--- src/rtl/gen_io_pkg.sv ---
// Shared types and constants for the port-B I/O blocks (Team Player multitap).
package gen_io_pkg;

    typedef enum logic [2:0] {
        IDLE,
        HDR,
        TYPE,
        DATA,
        END
    } tp_state_t;

    localparam logic [3:0] TP_TYPE_3BTN = 4'h0;
    localparam logic [3:0] TP_TYPE_6BTN = 4'h1;
    localparam logic [3:0] TP_TYPE_NONE = 4'hF;

    localparam logic [3:0] TP_HDR0 = 4'h3;
    localparam logic [3:0] TP_HDR1 = 4'hF;

    // Data nibbles a port contributes to the packet: 0, 2 or 3.
    function automatic logic [4:0] tp_port_len(input logic present, input logic six);
        if (!present)
            tp_port_len = 5'd0;
        else if (six)
            tp_port_len = 5'd3;
        else
            tp_port_len = 5'd2;
    endfunction

endpackage

--- src/rtl/tp_nibble_sel.sv ---
// Combinational nibble lookup for the Team Player packet: maps a nibble index
// to the header/type/data nibble and flags the final nibble of the packet.
module tp_nibble_sel
    import gen_io_pkg::*;
(
    input  logic [3:0]  present,
    input  logic [3:0]  six,
    input  logic [4:0]  idx,
    input  logic [47:0] pad_btn,
    output logic [3:0]  nibble,
    output logic        last
);

    logic [4:0]  len [4];
    logic [4:0]  total;
    logic [4:0]  k;
    logic [4:0]  base;
    logic [4:0]  sub;
    logic [1:0]  port;
    logic        found;
    logic [11:0] btn;

    always_comb begin
        total = '0;
        for (int unsigned p = 0; p < 4; p++) begin
            len[p] = tp_port_len(present[p], six[p]);
            total  = total + len[p];
        end
    end

    // Walk the ports in order A..D, skipping absent ones, to find which port
    // and which of its nibbles data slot k belongs to.
    always_comb begin
        k     = idx - 5'd8;
        base  = '0;
        sub   = '0;
        port  = '0;
        found = 1'b0;
        for (int unsigned p = 0; p < 4; p++) begin
            if (!found && (k < base + len[p])) begin
                found = 1'b1;
                port  = 2'(p);
                sub   = k - base;
            end
            base = base + len[p];
        end
    end

    assign btn = pad_btn[12*port +: 12];

    always_comb begin
        nibble = TP_TYPE_NONE;
        if (idx == 5'd0) begin
            nibble = TP_HDR0;
        end else if (idx == 5'd1) begin
            nibble = TP_HDR1;
        end else if (idx < 5'd4) begin
            nibble = 4'h0;
        end else if (idx < 5'd8) begin
            if (!present[idx[1:0]])
                nibble = TP_TYPE_NONE;
            else if (six[idx[1:0]])
                nibble = TP_TYPE_6BTN;
            else
                nibble = TP_TYPE_3BTN;
        end else if (found) begin
            case (sub)
                5'd0:    nibble = btn[3:0];
                5'd1:    nibble = {btn[7], btn[4], btn[6], btn[5]};
                default: nibble = {btn[8], btn[9], btn[10], btn[11]};
            endcase
        end
    end

    assign last = (idx == 5'd7 + total);

endmodule

--- src/rtl/gen_teamplayer.sv ---
// Team Player four-pad multitap on Genesis port B. Optional 6-button support
// is enabled by defining GEN_TEAMPLAYER_SIXBTN_EN.
module gen_teamplayer
    import gen_io_pkg::*;
#(
    parameter int unsigned WDOG_TICKS = 11600
) (
    input  logic        CLK,
    input  logic        RESET,
    input  logic        CE,
    input  logic        TH_IN,
    input  logic        TR_IN,
    input  logic [3:0]  PAD_PRESENT,
    input  logic [3:0]  PAD_SIX,
    input  logic [47:0] PAD_BTN,
    output logic [6:0]  DO
);

    localparam logic [16:0] WDOG_LIM = 17'(WDOG_TICKS);

    tp_state_t   state_q, state_n;
    logic [4:0]  idx_q, idx_n, sel_idx, idx_inc;
    logic [3:0]  nib_q, nib_n, sel_nib;
    logic        sel_last, last_q, last_n;
    logic        tl_q, tl_n;
    logic [16:0] cnt_q, cnt_n;
    logic [3:0]  pres_q, pres_n, six_q, six_n, six_src;
    logic        th_q, th_d, tr_q, tr_d;
    logic        th_fall, tr_edge;

`ifdef GEN_TEAMPLAYER_SIXBTN_EN
    assign six_src = PAD_SIX & PAD_PRESENT;
`else
    logic unused_six;
    assign unused_six = ^PAD_SIX;
    assign six_src    = '0;
`endif

    assign th_fall = th_d & ~th_q;
    assign tr_edge = tr_q ^ tr_d;
    assign idx_inc = (idx_q == 5'd31) ? idx_q : idx_q + 5'd1;
    assign sel_idx = th_fall ? 5'd1 : idx_inc;

    tp_nibble_sel u_sel (
        .present (pres_q),
        .six     (six_q),
        .idx     (sel_idx),
        .pad_btn (PAD_BTN),
        .nibble  (sel_nib),
        .last    (sel_last)
    );

    // The last flag travels with the nibble on DO, so the TR edge after the
    // final nibble is the one that moves the packet into END.
    always_comb begin
        state_n = state_q;
        idx_n   = idx_q;
        nib_n   = nib_q;
        last_n  = last_q;
        tl_n    = tl_q;
        cnt_n   = cnt_q;
        pres_n  = pres_q;
        six_n   = six_q;
        if (th_q) begin
            state_n = IDLE;
            idx_n   = '0;
            nib_n   = TP_HDR0;
            last_n  = 1'b0;
            tl_n    = 1'b1;
            cnt_n   = '0;
        end else if (th_fall) begin
            state_n = HDR;
            idx_n   = 5'd1;
            nib_n   = TP_HDR1;
            last_n  = 1'b0;
            cnt_n   = '0;
            pres_n  = PAD_PRESENT;
            six_n   = six_src;
        end else if (tr_edge) begin
            cnt_n = '0;
            tl_n  = tr_q;
            if (state_q == END || state_q == IDLE || last_q) begin
                state_n = END;
                idx_n   = idx_inc;
                nib_n   = TP_HDR1;
                last_n  = 1'b0;
            end else begin
                idx_n  = sel_idx;
                nib_n  = sel_nib;
                last_n = sel_last;
                if (sel_idx < 5'd4)
                    state_n = HDR;
                else if (sel_idx < 5'd8)
                    state_n = TYPE;
                else
                    state_n = DATA;
            end
        end else begin
            if (cnt_q != '1)
                cnt_n = cnt_q + 17'd1;
            if (cnt_q >= WDOG_LIM) begin
                state_n = END;
                nib_n   = TP_HDR1;
                last_n  = 1'b0;
            end
        end
    end

    always_ff @(posedge CLK) begin
        if (RESET)
            state_q <= IDLE;
        else if (CE)
            state_q <= state_n;
    end

    always_ff @(posedge CLK) begin
        if (RESET) begin
            idx_q  <= '0;
            nib_q  <= TP_HDR0;
            last_q <= 1'b0;
            tl_q   <= 1'b1;
            cnt_q  <= '0;
            pres_q <= '0;
            six_q  <= '0;
            th_q   <= 1'b1;
            th_d   <= 1'b1;
            tr_q   <= 1'b1;
            tr_d   <= 1'b1;
        end else if (CE) begin
            idx_q  <= idx_n;
            nib_q  <= nib_n;
            last_q <= last_n;
            tl_q   <= tl_n;
            cnt_q  <= cnt_n;
            pres_q <= pres_n;
            six_q  <= six_n;
            th_q   <= TH_IN;
            th_d   <= th_q;
            tr_q   <= TR_IN;
            tr_d   <= tr_q;
        end
    end

    assign DO = {th_q, tr_q, tl_q, nib_q};

endmodule
--- config.mk ---
export PLATFORM = sky130hd
export DESIGN_NAME = gen_teamplayer
export DESIGN_NICKNAME = d
export VERILOG_FILES = /design/src/rtl/gen_io_pkg.sv /design/src/rtl/tp_nibble_sel.sv /design/src/rtl/gen_teamplayer.sv
export SDC_FILE = /design/constraint.sdc
export NUM_CORES = 1
export LEC_CHECK = 0
export ABC_AREA = 1
export CAP_MARGIN = 20
export CORE_UTILIZATION = 55
export CTS_BUF_LIST = sky130_fd_sc_hd__clkbuf_8
export DETAILED_ROUTE_END_ITERATION = 7
export GPL_TIMING_DRIVEN = 0
export PLACE_DENSITY = 0.92
export RECOVER_POWER = 50
export SYNTH_ARGS = -nofsm -noshare
export SYNTH_HDL_FRONTEND = slang
export SYNTH_HIERARCHICAL = 1
export SYNTH_SLANG_ARGS = --single-unit
--- constraint.sdc ---
create_clock -name CLK -period 7.3 [get_ports CLK]
set_input_delay 2.19 -clock CLK [delete_from_list [all_inputs] [get_ports CLK]]
set_output_delay 2.19 -clock CLK [all_outputs]
set_load 0.01 [all_outputs]
==> Yosys cells after proc, flatten, opt, wreduce, memory -nomap -nowiden <==
Index checks and enable logic that the tools add are counted.
{ "totals": {"ff_bits": 39, "output_inout_bits": 7, "wordCells": 118} }
{ "op_classes": {"bitwise_logic": 3, "mul": 1, "n_shift": 1, "add_sub_neg": 10, "n_mux": 57, "magnitude_cmp": 8, "n_eq_ne": 7, "n_reduce_logical": 20} }
{ "ops": {"columns": ["cell", "n"], "rows": [
  ["17-bit two-way mux", 4],
  ["5-bit two-way mux", 10],
  ["48-bit by 7-bit variable part select with 12-bit output", 1],
  ["4-bit two-way mux", 11],
  ["17-bit by 1-bit adder with 17-bit output, second input constant", 1],
  ["17-bit by 14-bit greater-or-equal comparator with 1-bit output, second input constant", 1],
  ["1-bit two-way mux", 17],
  ["17-bit != test, second input constant", 1],
  ["5-bit by 2-bit adder with 5-bit output", 3],
  ["5-bit < comparator", 3],
  ["3-bit two-way mux", 5],
  ["5-bit subtractor", 3],
  ["2-bit two-way mux", 7],
  ["5-bit by 1-bit equality test with 1-bit output, second input constant", 2],
  ["5-bit logical NOT", 2],
  ["4-bit one-hot mux with 2 select lines", 1],
  ["4-bit nonzero test", 2],
  ["2-bit AND reduction", 3],
  ["3-bit AND reduction", 2],
  ["3-bit by 5-bit adder with 5-bit output, first input constant", 1],
  ["5-bit by 1-bit adder with 5-bit output, second input constant", 1],
  ["5-bit equality test", 1],
  ["5-bit equality test, second input constant", 1],
  ["5-bit by 2-bit < comparator with 1-bit output", 1],
  ["17 further kinds", 23]
]} }

==> Depth between registers and ports, before layout <==
{ "logic_depth": {"word_depth": 27, "depth_mapped": 33, "depth_no_buf": 33} }

==> Modules after synthesis <==
Netlist, hierarchy kept.
{ "modules_own_cells": {"columns": ["module", "area_per_inst_um2", "cells_each", "instances"], "rows": [
  ["gen_teamplayer", 2132.0, 320, 1],
  ["tp_nibble_sel", 1885.6, 332, 1]
]} }

==> Worst setup path before layout <==
OpenSTA, ideal clock, no wires.
{ "synth_timing": {"path_type": "register -> register", "from": "register pres_q[0]", "to": "register nib_q[2]", "arrival_time_ns": 4.192, "setup_slack_ns": 2.980, "setup_ns": 0.128, "period_less_slack_ns": 4.320, "path_stages_with_launch": 30, "path_cell_list": "dfxtp_1 -> ha_1 -> xnor2_1 -> inv_1 -> fa_1 -> inv_1 -> fa_1 -> xor2_1 -> ha_1 -> nand2_1 -> nor2_1 -> a211oi_1 -> nand2_1 -> nand2_2 -> nand3_4 -> nand2_4 -> buf_4 -> nand2_1 -> nand2_1 -> nand2_1 -> nand2_1 -> nand2_1 -> o21ai_1 -> a21oi_1 -> nor2_1 -> nand2_1 -> nand2_1 -> nand3_1 -> nand2_1 -> nor2_1"} }
{ "synth_via": {"elab_chain_cells": 24, "word_cells_on_any_way": 45, "cone_classes": "add/sub (6); mul (1); order compare (4); eq/ne (1); shift (1); mux (25); reduce/logical (7)"} }
{ "synth_lines": {"columns": ["element", "line_no", "source"], "rows": [
  ["start: declaration", "gen_teamplayer.sv:27", "logic [3:0] pres_q, pres_n, six_q, six_n, six_src;"],
  ["start signal: assignment", "gen_teamplayer.sv:135", "pres_q <= pres_n;"],
  ["parallel branches: the longest is 16 deep, another holds 5-bit by 2-bit adder with 5-bit output", null, null],
  ["4-bit two-way mux *", "tp_nibble_sel.sv:59", "end else if (idx < 5'd8) begin"],
  ["4-bit two-way mux *", "tp_nibble_sel.sv:57", "end else if (idx < 5'd4) begin"],
  ["4-bit two-way mux *", "tp_nibble_sel.sv:55", "end else if (idx == 5'd1) begin"],
  ["4-bit two-way mux *", "tp_nibble_sel.sv:53", "if (idx == 5'd0) begin"],
  ["net sel_nib[2]", "gen_teamplayer.sv:23", "logic [3:0] nib_q, nib_n, sel_nib;"],
  ["4-bit two-way mux *", "gen_teamplayer.sv:82", "if (state_q == END || state_q == IDLE || last_q) begin"],
  ["4-bit two-way mux *", "gen_teamplayer.sv:79", "end else if (tr_edge) begin"],
  ["4-bit two-way mux *", "gen_teamplayer.sv:71", "end else if (th_fall) begin"],
  ["4-bit two-way mux *", "gen_teamplayer.sv:64", "if (th_q) begin"],
  ["end signal: assignment", "gen_teamplayer.sv:131", "nib_q <= nib_n;"],
  ["end: declaration", "gen_teamplayer.sv:23", null]
]} }
Mark *: on every way through the listed nets, which the timed path passes. The select of a mux whose other input is x is not followed.
A chain may end at the register's enable or synchronous reset.

==> Worst setup path in the final report <==
Same ends and word-level chain as after synthesis.

==> summary.md <==
| Metric | Value |
|---|---|
| Layout filler cell count | 614 |
| Primary FF master, synth | dfxtp_1 |
| Delay-heaviest family, CP | adder cells |
| Synthesized instance count | 652 |
| Cell-internal power | 0.350 mW |
| Crit path buffers/inverters | 3 |
| Post-Synth XOR/XNOR Area | 2.62% |
| Synth cell count leaders | nand2_1, inv_1, nor2_1, nand3_1, dfxtp_1 |
| Clk pwr share | 30.6% |
| Unrepaired setup endpoints after global routing | no |
| Cell variety after synth | 47 |
| Slowest cell delay on critical path | 550 ps |
| Crit path max fanout | 10 |
| Clk sinks | 38 |
| Worst EP arrival | 5250 ps |
| Area contributors post-synth | dfxtp_1, nand2_1, inv_1, ha_1, nor2_1 |
| Gp weighted congestion | 0.932 |
| Initial antenna violation count | 0 |
| Finish-stage setup viols | 0 |
| Synth warn | 6 |
| Final ANT Viol Nets | 0 |
| H-tree depth | 2 |
| Vias in the first global route | 4,148 |
| Largest net degree at the start of global routing | 14 |
| Die area | 0.00765 mm^2 |
| Peak VDD IR | 0.0000923 V |
| Clock slew at reported path FFs | 80 ps |
| Detailed placement HPWL | 8240 um |
| TNS Setup | 0 ps |
| Sequential share of power | 44.3% |
| Cts-stage hold buffer count | 0 |
| Max transition margin | 53.6% |
| Register area share after synthesis | 18.9% |
| DR vias | 4,364 |
| Fmax | 197 MHz |
| Total Routing Usage GR | 27.9% |
| Layout area overhead | 20.2% |
| Comb pwr share | 25.1% |
| Later-pin clock latency in the skew report | 300 ps |
| Synth top area share | 18.9% |
| Lkg Pwr | 2.33 nW |
| Pre-CTS setup slack | 2300 ps |
| CP startpoint kind | register |
| Core Area | 0.00691 mm^2 |
| Least-Margin Pin Slew | 689 ps |
| WP data required | 7470 ps |
| Worst Skew | 5.43 ps |
| Setup bufs post-CTS | 0 |
| Maximum clock path buffer count | 2 |
| Largest family of logic cells by synthesized area | simple AND/OR/NAND/NOR gates |
| Share of cells above drive strength 1 | 8.78% |
| Die height | 87.5 um |
| Switching pwr | 0.141 mW |
| Most common cell on crit path | nand2_1 |
| Synthesized area | 0.00402 mm^2 |
| Area share of fa/ha/maj cells after synthesis | 11.2% |
| Drt total wl | 10,300 um |
| Setup ws final | 2220 ps |
| Crit Path Class | register to register |
| Leading area contributor after synthesis | dfxtp_1 |
| Max Cap Viol | 0 |
| Initial DRT Pass Iterations | 5 |
| Cells after DPL | 817 |
| Final core occ | 69.9% |
| Top-count cell post-synth | nand2_1 |
| Worst min path class | register to register |
| Syn Area/Cell | 6.16 um^2 |
| DR DRC count | 0 |
| Starting Density | 58.2% |
| FP Rows | 30 |
| Cts repair resizes | 0 |
| Fin. Hold Viols | 0 |
| N_diodes | 0 |
| Simple-gate share of the synthesized area | 38.8% |
| Mux cell area share after synthesis | 0% |
| Switching Fraction | 28.7% |
| Status | completed |
| IO buf count | 62 |
| Post-route insts no fill | 825 |
| Cts bufs inserted | 5 |
| Pwr/cell area | 102 mW/mm^2 |
| First-pass GRT wire length | 17,100 um |
| Async set-reset flop share out of synthesis | 0% |
| Number of synthesized flops with an enable pin | 0 |
| Yosys reg bits | 38 |
| Final worst path period share | 69.5% |
| Compound-Gate Fraction of Synth Area | 14.6% |
| IO Pins | 68 |
| Detailed Route Iter0 Violations | 348 |
| Final Max Tran Viols | 0 |
| Nets | 822 |
| Root Buffer | clkbuf_8 |
| Global route overflow | 0 |
| Minimum clock period | 5080 ps |
| WL per Instance | 12.4 um |
| CP max-delay cell | fa_1 |
| CTS tree | yes |
| Die X | 87.5 um |
| Critical Path End Type | register |
| Vias per std cell | 5.29 |
[stage by stage]
stage / cell area [um^2] / power (mW) / hold WS [ps]
2_1_floorplan: 4040 / 0.293 / 447
3_3_place_gp: 4780 / 0.341 / 449
3_5_place_dp: 4780 / 0.346 / 452
4_1_cts: 4880 / 0.493 / 469
5_1_grt: 4830 / 0.515 / 508
6_report: 4830 / 0.490 / 468
[kinds of logic (layout without fill, tap and decap cells)]
| kind of cell | after synthesis | after routing |
|---|---|---|
| other cells | 1 | 8 |
| simple gates | 344 | 344 |
| compound gates | 96 | 96 |
| fa+ha+maj | 33 | 33 |
| flops | 38 | 38 |
| xor+xnor | 12 | 12 |
| buf+inv | 128 | 198 |
[registers in the layout (all words and copies together), names as in the netlist, 2 cells and up]
name and cells:
cnt_q 17, idx_q 5, nib_q 4, pres_q 4, state_q 2
[final timing paths]
kind | start | end | slack [ps] | cells after the start
min | nib_q[1] | nib_q[1] | 470 | 2
min reg2reg | nib_q[1] | nib_q[1] | 470 | 2
max reg2reg | pres_q[0] | nib_q[2] | 2220 | 29
max | pres_q[0] | nib_q[2] | 2220 | 29
[cells in the final DEF, fill, tap and decap left out, drive strengths merged]
| cell | netlist | layout |
|---|---|---|
| and3 | 1 | 1 |
| xnor2 | 4 | 4 |
| o41ai | 6 | 6 |
| nand3b | 2 | 2 |
| dfxtp | 38 | 38 |
| o21bai | 1 | 1 |
| xor2 | 8 | 8 |
| inv | 108 | 109 |
| nand3 | 45 | 45 |
| clkbuf | 4 | 12 |
| conb | 1 | 8 |
| or2 | 6 | 6 |
| buf | 15 | 13 |
| ha | 28 | 28 |
| nor4 | 2 | 2 |
| o2111ai | 5 | 5 |
| fa | 5 | 5 |
| nand4 | 14 | 14 |
| a211oi | 1 | 1 |
| nor3 | 8 | 8 |
| a22oi | 2 | 2 |
| clkinv | 1 | 2 |
| nor2 | 72 | 72 |
| nand2 | 194 | 194 |
| o211ai | 1 | 1 |
| a21oi | 35 | 35 |
| clkdlybuf4s50 | 0 | 61 |
| o22ai | 5 | 5 |
| o21ai | 39 | 39 |
| dlygate4sd3 | 0 | 1 |
| a31oi | 1 | 1 |
[power by group through the flow]
stage / sequential, mW / clock (mW) / combinational, mW
after global routing: 0.218 / 0.161 / 0.136
after detailed placement: 0.222 / 0 / 0.124
final: 0.217 / 0.150 / 0.123
after CTS: 0.217 / 0.151 / 0.125
after global placement: 0.221 / 0 / 0.119
after floorplan: 0.221 / 0 / 0.0718
[final cells by class]
type / instances / area, um^2 / share of cell area (%)
Clock inverter: 2 / 8.76 / 0.181
Multi-Input combinational cell: 493 / 2700 / 56.0
Buffer: 19 / 121 / 2.51
Inverter: 109 / 412 / 8.53
Sequential cell: 38 / 761 / 15.8
Tap cell: 96 / 120 / 2.49
Timing Repair Buffer: 62 / 621 / 12.9
Clock buffer: 6 / 82.6 / 1.71
[per-layer routing]
layer / share of wire, % / track usage (%) / vias to the layer above
li1: - / - / 2223
met1: 44 / 33.7 / 1979
met2: 49 / 49.9 / 132
met3: 4.7 / 4.36 / 30
met4: 2.3 / 9.69 / 0
met5: 0 / 0 / -
[worst register-to-register path, delay by kind of cell (launching register included)]
family	cells	cell delay [ps]
adders and majority gates	4	1600
and+or+nand+nor	17	1330
AOI/OAI and AO/OA	3	460
xor gates and xnor gates	2	660
DFF	1	480
buffers and inverters	3	430
(Power assumes the default switching activity.)
